==> config.mk <==
export PLATFORM = sky130hd
export DESIGN_NAME = apb_master_bridge_flat
export DESIGN_NICKNAME = d
export VERILOG_FILES = /design/src/rtl/apb_master_bridge_pkg.sv /design/src/rtl/apb_master_bridge_if.sv /design/src/rtl/apb_addr_decoder.sv /design/src/rtl/apb_master_bridge.sv /design/src/flat_wrapper.sv
export SDC_FILE = /design/constraint.sdc
export NUM_CORES = 1
export LEC_CHECK = 0
export ABC_AREA = 0
export BUFFER_PORTS_ARGS = -buffer_cell sky130_fd_sc_hd__buf_2
export CAP_MARGIN = 30
export CORE_MARGIN = 2
export CORE_UTILIZATION = 45
export CTS_CLUSTER_SIZE = 28
export DETAILED_ROUTE_END_ITERATION = 8
export PLACE_DENSITY_LB_ADDON = 0.3
export SKIP_LAST_GASP = 1
export SYNTH_ARGS = -nofsm -noshare
export SYNTH_HDL_FRONTEND = slang
export SYNTH_HIERARCHICAL = 1
export SYNTH_SLANG_ARGS = --single-unit
==> constraint.sdc <==
create_clock -name PCLK -period 2.45 [get_ports PCLK]
set_clock_uncertainty 0.15 [all_clocks]
set_input_delay 0.49 -clock PCLK [delete_from_list [all_inputs] [get_ports PCLK]]
set_output_delay 0.49 -clock PCLK [all_outputs]
set_load 0.02 [all_outputs]
==> src/rtl/apb_master_bridge_pkg.sv <==
// apb_bridge_pkg: shared types and helpers for the APB requester bridge.
//   state_e - bridge FSM states
//   err_e   - cause of a completed transfer's status
//   sel_w   - width of a select index for n items, never below 1
package apb_bridge_pkg;
    typedef enum logic [1:0] {IDLE, SETUP, ACCESS} state_e;
    typedef enum logic [1:0] {OK, SLV, DEC, TMO} err_e;
    function automatic int sel_w(input int n);
        return (n > 1) ? $clog2(n) : 1;
    endfunction
endpackage

==> src/rtl/apb_master_bridge_if.sv <==
// apb_master_bridge_if: APB4 bus between the requester bridge and NUM_SLV slaves.
//   PSEL/PENABLE/PWRITE/PADDR/PWDATA/PSTRB  requester -> slaves
//   PRDATA (slave i at [i*DATA_W +: DATA_W]), PREADY, PSLVERR_IN  slaves -> requester
interface apb_master_bridge_if #(
    parameter int ADDR_W  = 9,
    parameter int DATA_W  = 8,
    parameter int NUM_SLV = 2
);
    localparam int STRB_W = DATA_W / 8;
    logic [NUM_SLV-1:0]        PSEL;
    logic                      PENABLE;
    logic                      PWRITE;
    logic [ADDR_W-1:0]         PADDR;
    logic [DATA_W-1:0]         PWDATA;
    logic [STRB_W-1:0]         PSTRB;
    logic [NUM_SLV*DATA_W-1:0] PRDATA;
    logic [NUM_SLV-1:0]        PREADY;
    logic [NUM_SLV-1:0]        PSLVERR_IN;
    modport master(output PSEL, PENABLE, PWRITE, PADDR, PWDATA, PSTRB,
                   input PRDATA, PREADY, PSLVERR_IN);
    modport slave(input PSEL, PENABLE, PWRITE, PADDR, PWDATA, PSTRB,
                  output PRDATA, PREADY, PSLVERR_IN);
endinterface

==> src/rtl/apb_addr_decoder.sv <==
// apb_addr_decoder: maps the top address bits onto a one-hot slave select.
//   addr    in   captured APB address
//   onehot  out  one-hot select, all-0 when no slave owns the address
//   sel     out  slave index taken from the top SEL_W address bits
//   dec_err out  address selects a slave index that does not exist
module apb_addr_decoder
    import apb_bridge_pkg::*;
#(
    parameter int ADDR_W  = 9,
    parameter int NUM_SLV = 2,
    localparam int SEL_W  = sel_w(NUM_SLV)
) (
    input  logic [ADDR_W-1:0]  addr,
    output logic [NUM_SLV-1:0] onehot,
    output logic [SEL_W-1:0]   sel,
    output logic               dec_err
);
    assign sel = addr[ADDR_W-1 -: SEL_W];
    always_comb begin
        onehot = '0;
        for (int i = 0; i < NUM_SLV; i++) onehot[i] = sel == SEL_W'(i);
    end
    assign dec_err = ~|onehot;
endmodule

==> src/rtl/apb_master_bridge.sv <==
// apb_master_bridge: APB4 requester turning transfer/READ_WRITE requests into SETUP/ACCESS cycles.
//   PCLK, PRESETn           clock, asynchronous active-low reset
//   transfer, READ_WRITE    request valid and direction (1 = write)
//   apb_write_paddr/_data/_strb, apb_read_paddr   request payload
//   apb_read_data_out       data of the last error-free read
//   PSLVERR, xfer_done      status of the last transfer and its completion pulse
//   busy                    high in SETUP and ACCESS
//   apb                     APB bus towards the slaves
module apb_master_bridge
    import apb_bridge_pkg::*;
#(
    parameter int ADDR_W      = 9,
    parameter int DATA_W      = 8,
    parameter int NUM_SLV     = 2,
    parameter int TIMEOUT_CYC = 16,
    localparam int STRB_W     = DATA_W / 8,
    localparam int SEL_W      = sel_w(NUM_SLV),
    localparam int CNT_W      = sel_w(TIMEOUT_CYC + 1)
) (
    input  logic                PCLK,
    input  logic                PRESETn,
    input  logic                transfer,
    input  logic                READ_WRITE,
    input  logic [ADDR_W-1:0]   apb_write_paddr,
    input  logic [DATA_W-1:0]   apb_write_data,
    input  logic [STRB_W-1:0]   apb_write_strb,
    input  logic [ADDR_W-1:0]   apb_read_paddr,
    output logic [DATA_W-1:0]   apb_read_data_out,
    output logic                PSLVERR,
    output logic                xfer_done,
    output logic                busy,
    apb_master_bridge_if.master apb
);
    state_e             state, state_nxt;
    err_e               cause;
    logic [CNT_W-1:0]   cnt;
    logic [NUM_SLV-1:0] onehot;
    logic [SEL_W-1:0]   sel;
    logic               dec_err, ready, slv_err, tmo, done;

    apb_addr_decoder #(.ADDR_W(ADDR_W), .NUM_SLV(NUM_SLV)) u_dec (
        .addr(apb.PADDR), .onehot(onehot), .sel(sel), .dec_err(dec_err)
    );

    // Masking with the one-hot select ignores every non-selected slave.
    assign ready   = |(apb.PREADY & onehot);
    assign slv_err = |(apb.PSLVERR_IN & onehot);
    // Abort on the ACCESS cycle that would make the stall count reach TIMEOUT_CYC.
    assign tmo     = (TIMEOUT_CYC != 0) && !ready && !dec_err && cnt == CNT_W'(TIMEOUT_CYC - 1);
    assign done    = state == ACCESS && (ready || dec_err || tmo);
    assign cause   = dec_err ? DEC : !ready ? TMO : slv_err ? SLV : OK;

    always_ff @(posedge PCLK or negedge PRESETn)
        if (!PRESETn) state <= IDLE;
        else          state <= state_nxt;

    always_comb begin
        state_nxt   = state;
        busy        = state != IDLE;
        apb.PENABLE = state == ACCESS;
        apb.PSEL    = busy ? onehot : '0;
        if (state == IDLE)       state_nxt = transfer ? SETUP : IDLE;
        else if (state == SETUP) state_nxt = ACCESS;
        else if (done)           state_nxt = (transfer && cause != TMO) ? SETUP : IDLE;
    end

    always_ff @(posedge PCLK or negedge PRESETn) begin
        if (!PRESETn) begin
            cnt               <= '0;
            xfer_done         <= 1'b0;
            PSLVERR           <= 1'b0;
            apb_read_data_out <= '0;
            apb.PWRITE        <= 1'b0;
            apb.PADDR         <= '0;
            apb.PWDATA        <= '0;
            apb.PSTRB         <= '0;
        end else begin
            cnt       <= (state == ACCESS && !done) ? cnt + 1'b1 : '0;
            xfer_done <= done;
            // Capture only on entry to SETUP, so the bus stays stable through ACCESS.
            if (state_nxt == SETUP) begin
                apb.PWRITE <= READ_WRITE;
                apb.PADDR  <= READ_WRITE ? apb_write_paddr : apb_read_paddr;
                apb.PWDATA <= apb_write_data;
                apb.PSTRB  <= READ_WRITE ? apb_write_strb : '0;
            end
            if (done) PSLVERR <= cause != OK;
            if (done && cause == OK && !apb.PWRITE)
                apb_read_data_out <= apb.PRDATA[int'(sel) * DATA_W +: DATA_W];
        end
    end
endmodule

==> src/flat_wrapper.sv <==
// flat-port wrapper written by rule: the top's interface ports become plain ports
module apb_master_bridge_flat import apb_bridge_pkg::*;
#(
    parameter int ADDR_W      = 9,
    parameter int DATA_W      = 8,
    parameter int NUM_SLV     = 2,
    parameter int TIMEOUT_CYC = 16,
    localparam int STRB_W     = DATA_W / 8,
    localparam int SEL_W      = sel_w(NUM_SLV),
    localparam int CNT_W      = sel_w(TIMEOUT_CYC + 1)
)
  (PCLK, PRESETn, transfer, READ_WRITE, apb_write_paddr, apb_write_data, apb_write_strb, apb_read_paddr, apb_read_data_out, PSLVERR, xfer_done, busy, apb_PSEL, apb_PENABLE, apb_PWRITE, apb_PADDR, apb_PWDATA, apb_PSTRB, apb_PRDATA, apb_PREADY, apb_PSLVERR_IN);
  apb_master_bridge_if #(.ADDR_W(ADDR_W), .DATA_W(DATA_W), .NUM_SLV(NUM_SLV)) apb_i ();
  input  logic PCLK;
  input  logic PRESETn;
  input  logic transfer;
  input  logic READ_WRITE;
  input  logic [ADDR_W-1:0] apb_write_paddr;
  input  logic [DATA_W-1:0] apb_write_data;
  input  logic [STRB_W-1:0] apb_write_strb;
  input  logic [ADDR_W-1:0] apb_read_paddr;
  output logic [DATA_W-1:0] apb_read_data_out;
  output logic PSLVERR;
  output logic xfer_done;
  output logic busy;
  output wire logic [$bits(apb_i.PSEL)-1:0] apb_PSEL;
  output wire logic [$bits(apb_i.PENABLE)-1:0] apb_PENABLE;
  output wire logic [$bits(apb_i.PWRITE)-1:0] apb_PWRITE;
  output wire logic [$bits(apb_i.PADDR)-1:0] apb_PADDR;
  output wire logic [$bits(apb_i.PWDATA)-1:0] apb_PWDATA;
  output wire logic [$bits(apb_i.PSTRB)-1:0] apb_PSTRB;
  input wire logic [$bits(apb_i.PRDATA)-1:0] apb_PRDATA;
  input wire logic [$bits(apb_i.PREADY)-1:0] apb_PREADY;
  input wire logic [$bits(apb_i.PSLVERR_IN)-1:0] apb_PSLVERR_IN;
  assign apb_PSEL = apb_i.PSEL;
  assign apb_PENABLE = apb_i.PENABLE;
  assign apb_PWRITE = apb_i.PWRITE;
  assign apb_PADDR = apb_i.PADDR;
  assign apb_PWDATA = apb_i.PWDATA;
  assign apb_PSTRB = apb_i.PSTRB;
  assign apb_i.PRDATA = apb_PRDATA;
  assign apb_i.PREADY = apb_PREADY;
  assign apb_i.PSLVERR_IN = apb_PSLVERR_IN;
  apb_master_bridge #(.ADDR_W(ADDR_W), .DATA_W(DATA_W), .NUM_SLV(NUM_SLV), .TIMEOUT_CYC(TIMEOUT_CYC)) u_core (.PCLK(PCLK), .PRESETn(PRESETn), .transfer(transfer), .READ_WRITE(READ_WRITE), .apb_write_paddr(apb_write_paddr), .apb_write_data(apb_write_data), .apb_write_strb(apb_write_strb), .apb_read_paddr(apb_read_paddr), .apb_read_data_out(apb_read_data_out), .PSLVERR(PSLVERR), .xfer_done(xfer_done), .busy(busy), .apb(apb_i));
endmodule
==> results.toml <==
[worst_setup_path]
reg2reg_slack_ns = 0.20
reg2reg_depth = 4
worstSetupEndpointType = "register"
crit_family = "simple AND/OR/NAND/NOR gates"
path_max_fanout = 8
crit_slowest_cell = "or4_1"
cp_cell_sequence = "buf_4 -> a221o_1 -> or4_1 -> mux2_4"
crit_path_max_incr_delay_ns = 0.67
r2r-end = "u_core/apb_read_data_out[6]$_DFFE_PN0P_"
worstSetupPathType = "register to register"
cp.required_ns = 2.46
worst-path-stages = 4
rr_startpoint = "u_core/apb.PADDR[8]$_DFFE_PN0N_"
path_buf_inv = 1
endpoint = "u_core/apb_read_data_out[6]$_DFFE_PN0P_"
critical_path_arrival_ns = 2.26
cp-start-kind = "register"
setup.worst_path.start = "u_core/apb.PADDR[8]$_DFFE_PN0N_"

[global_route]
grtUsageMet3_pct = 5.99
grt_pass1_vias = 1229
grtUsageMet1_pct = 22.5
grt-busiest-layer = "met2"
grt_use_met2_pct = 29.2
grt_max_degree = 37
antenna_found_initial = 0
track_usage_pct = 17.8
grt-ovfl-total = 0
grt_pass1_wl_mm = 5.71

[synthesis]
synth_edf_count = 0
syn-cell-area_mm2 = 0.00169
synth.net_count = 175
ys_ff_latch = 36
synthCells = 122
synth_cell_types = 29
async_flop_share_pct = 100
yosysWarnings = 6
synth_flop_cell = "dfrtp_1"
avgSynthCellArea_um2 = 13.9
ys_seq_area_share_pct = 53.3

[sta]
slew_headroom_pct = 48.2
rsz0062_at_grt = "false"
totalNegativeSetupSlack_ns = 0
post-route-min-period_ns = 2.25
finalSetupViolCount = 0
maxClockFrequency_mhz = 444
hold_viol_final = 0
maxSlewViolCount = 0
tightestPinTransition_ns = 0.777
period_share_pct = 91.9

[routing]
wl_mm = 3.46
drtAntennaViolNets = 0
drt_iter0_drc = 28
avgViaCountPerCell = 4.91
wl_per_cell_um = 13.5
vias = 1258
drc = 0
first_pass_iters = 4

[hold_path]
hold_path.class = "primary input to async pin"

[power_and_ir_drop]
pwr-share-seq_pct = 36.6
p_leak_nw = 1.16
ir_drop_v = 0.000539
switching_share_pct = 38.0
clkPwrFrac_pct = 15.3
pwr-share-comb_pct = 48.1
powerDensity_mw_per_mm2 = 1210
p_int_mw = 1.68
switchingPower_mw = 1.03

[cts]
cts_tree = "yes"
worst_skew_pair.late_latency_ns = 0.27
postCtsSetupBuffers = 0
cts_sinks = 36
cts_hold_buf = 0
cts_buffer_depth = 2
cts_resized = 0
path_clk_slew_ns = 0.07
cts_buffers = 5
h-tree-depth = 2
cts-root-buf = "clkbuf_8"

[floorplan]
die_h_um = 65.3
initial_core_util_pct = 46.6
die-area_mm2 = 0.00427
coreArea_mm2 = 0.00363
dieWidth_um = 65.3
rows = 22
ios = 84

[final_layout]
drive_gt1_share_pct = 66.8
most-common-layout-cells = "83 x buf_2, 36 x dfrtp_1, 35 x mux2_2"
fillerInstances = 320
register_area_um2 = 901
final_common_cell = "buf_2"
diodes = 0
layout.nets = 260
fin_util_pct = 61.6
area_growth_pct = 32.4
multiInputGateArea_um2 = 724

[flow_run]
max-cap-violations = 0

[placement]
hpwl_mm = 2.71
gp_congestion = 0.773
port_buffers = 83

[status]
status = "completed"
-- Yosys cell counts (all sizes together), types with 2 or more instances --
library cell,count,area [µm²]
mux2,43,514
dfrtp,36,901
buf,7,47.5
inv,5,18.8
nor2,4,15.0
and2,3,20.0
a21o,2,15.0
a21oi,2,10.0
and3,2,12.5
ha,2,25.0
nand2b,2,12.5
nand3,2,10.0
-- sequential cells by signal (all words and copies together) (netlist names) --
signal,count
u_core/apb.PADDR,9
u_core/apb.PWDATA,8
u_core/apb_read_data_out,8
u_core/cnt,5
u_core/state,2
u_core/PSLVERR,1
u_core/apb.PSTRB,1
u_core/apb.PWRITE,1
u_core/xfer_done,1
-- layer usage --
layer	wire length, µm	part of all wire (%)
met2	1710	49
met1	1440	42
met5	0	0
met3	315	9.1
met4	0	0
-- cell type report --
class | count | share of cell area, %
sequential | 36 | 40.2
multi-input combinational | 73 | 32.3
timing repair buffer | 86 | 19.9
clock buffer | 8 | 4.02
tap | 48 | 2.68
inverter | 5 | 0.838
-- power by group through the flow --
stage	registers, mW	logic, mW	clock network [mW]
5_1_grt	1.03	1.39	0.463
3_3_place_gp	0.985	1.26	0
6_report	0.992	1.30	0.413
2_1_floorplan	1.28	0.595	0
4_1_cts	0.996	1.32	0.434
3_5_place_dp	1.00	1.31	0
-- how the worst min path moves through the flow --
stage	from	cells after the start	end
finish	PRESETn	1	u_core/cnt[4]$_DFF_PN0_
CTS	PRESETn	1	u_core/cnt[4]$_DFF_PN0_
floorplan	PRESETn	0	u_core/PSLVERR$_DFFE_PN0N_
global route	PRESETn	1	u_core/cnt[4]$_DFF_PN0_
detailed placement	u_core/cnt[0]$_DFF_PN0_	1	u_core/cnt[0]$_DFF_PN0_
global placement	u_core/cnt[0]$_DFF_PN0_	1	u_core/cnt[0]$_DFF_PN0_
-- cell families after synthesis --
| family | share of synthesized area (%) |
|---|---|
| adders and majority gates | 1.48 |
| DFF | 53.3 |
| muxes | 31.0 |
| and+or+nand+nor | 5.18 |
| xor gates and xnor gates | 1.04 |
| AOI/OAI and AO/OA | 3.70 |
| buffers and inverters | 4.14 |
| other | 0.222 |
-- per-stage QoR --
| step | total power [mW] | area, µm² | hold slack, ns | worst slack (ns) | instances |
|---|---|---|---|---|---|
| floorplan | 1.87 | 1690 | 0.0444 | 0.370 | 122 |
| global placement | 2.25 | 2130 | 0.297 | 0.197 | 247 |
| detailed placement | 2.32 | 2150 | 0.310 | 0.157 | 248 |
| CTS | 2.75 | 2240 | 0.162 | 0.200 | 256 |
| global route | 2.88 | 2240 | 0.197 | 0.0981 | 256 |
| finish | 2.71 | 2240 | 0.135 | 0.200 | 256 |
(Power assumes the default switching activity.)
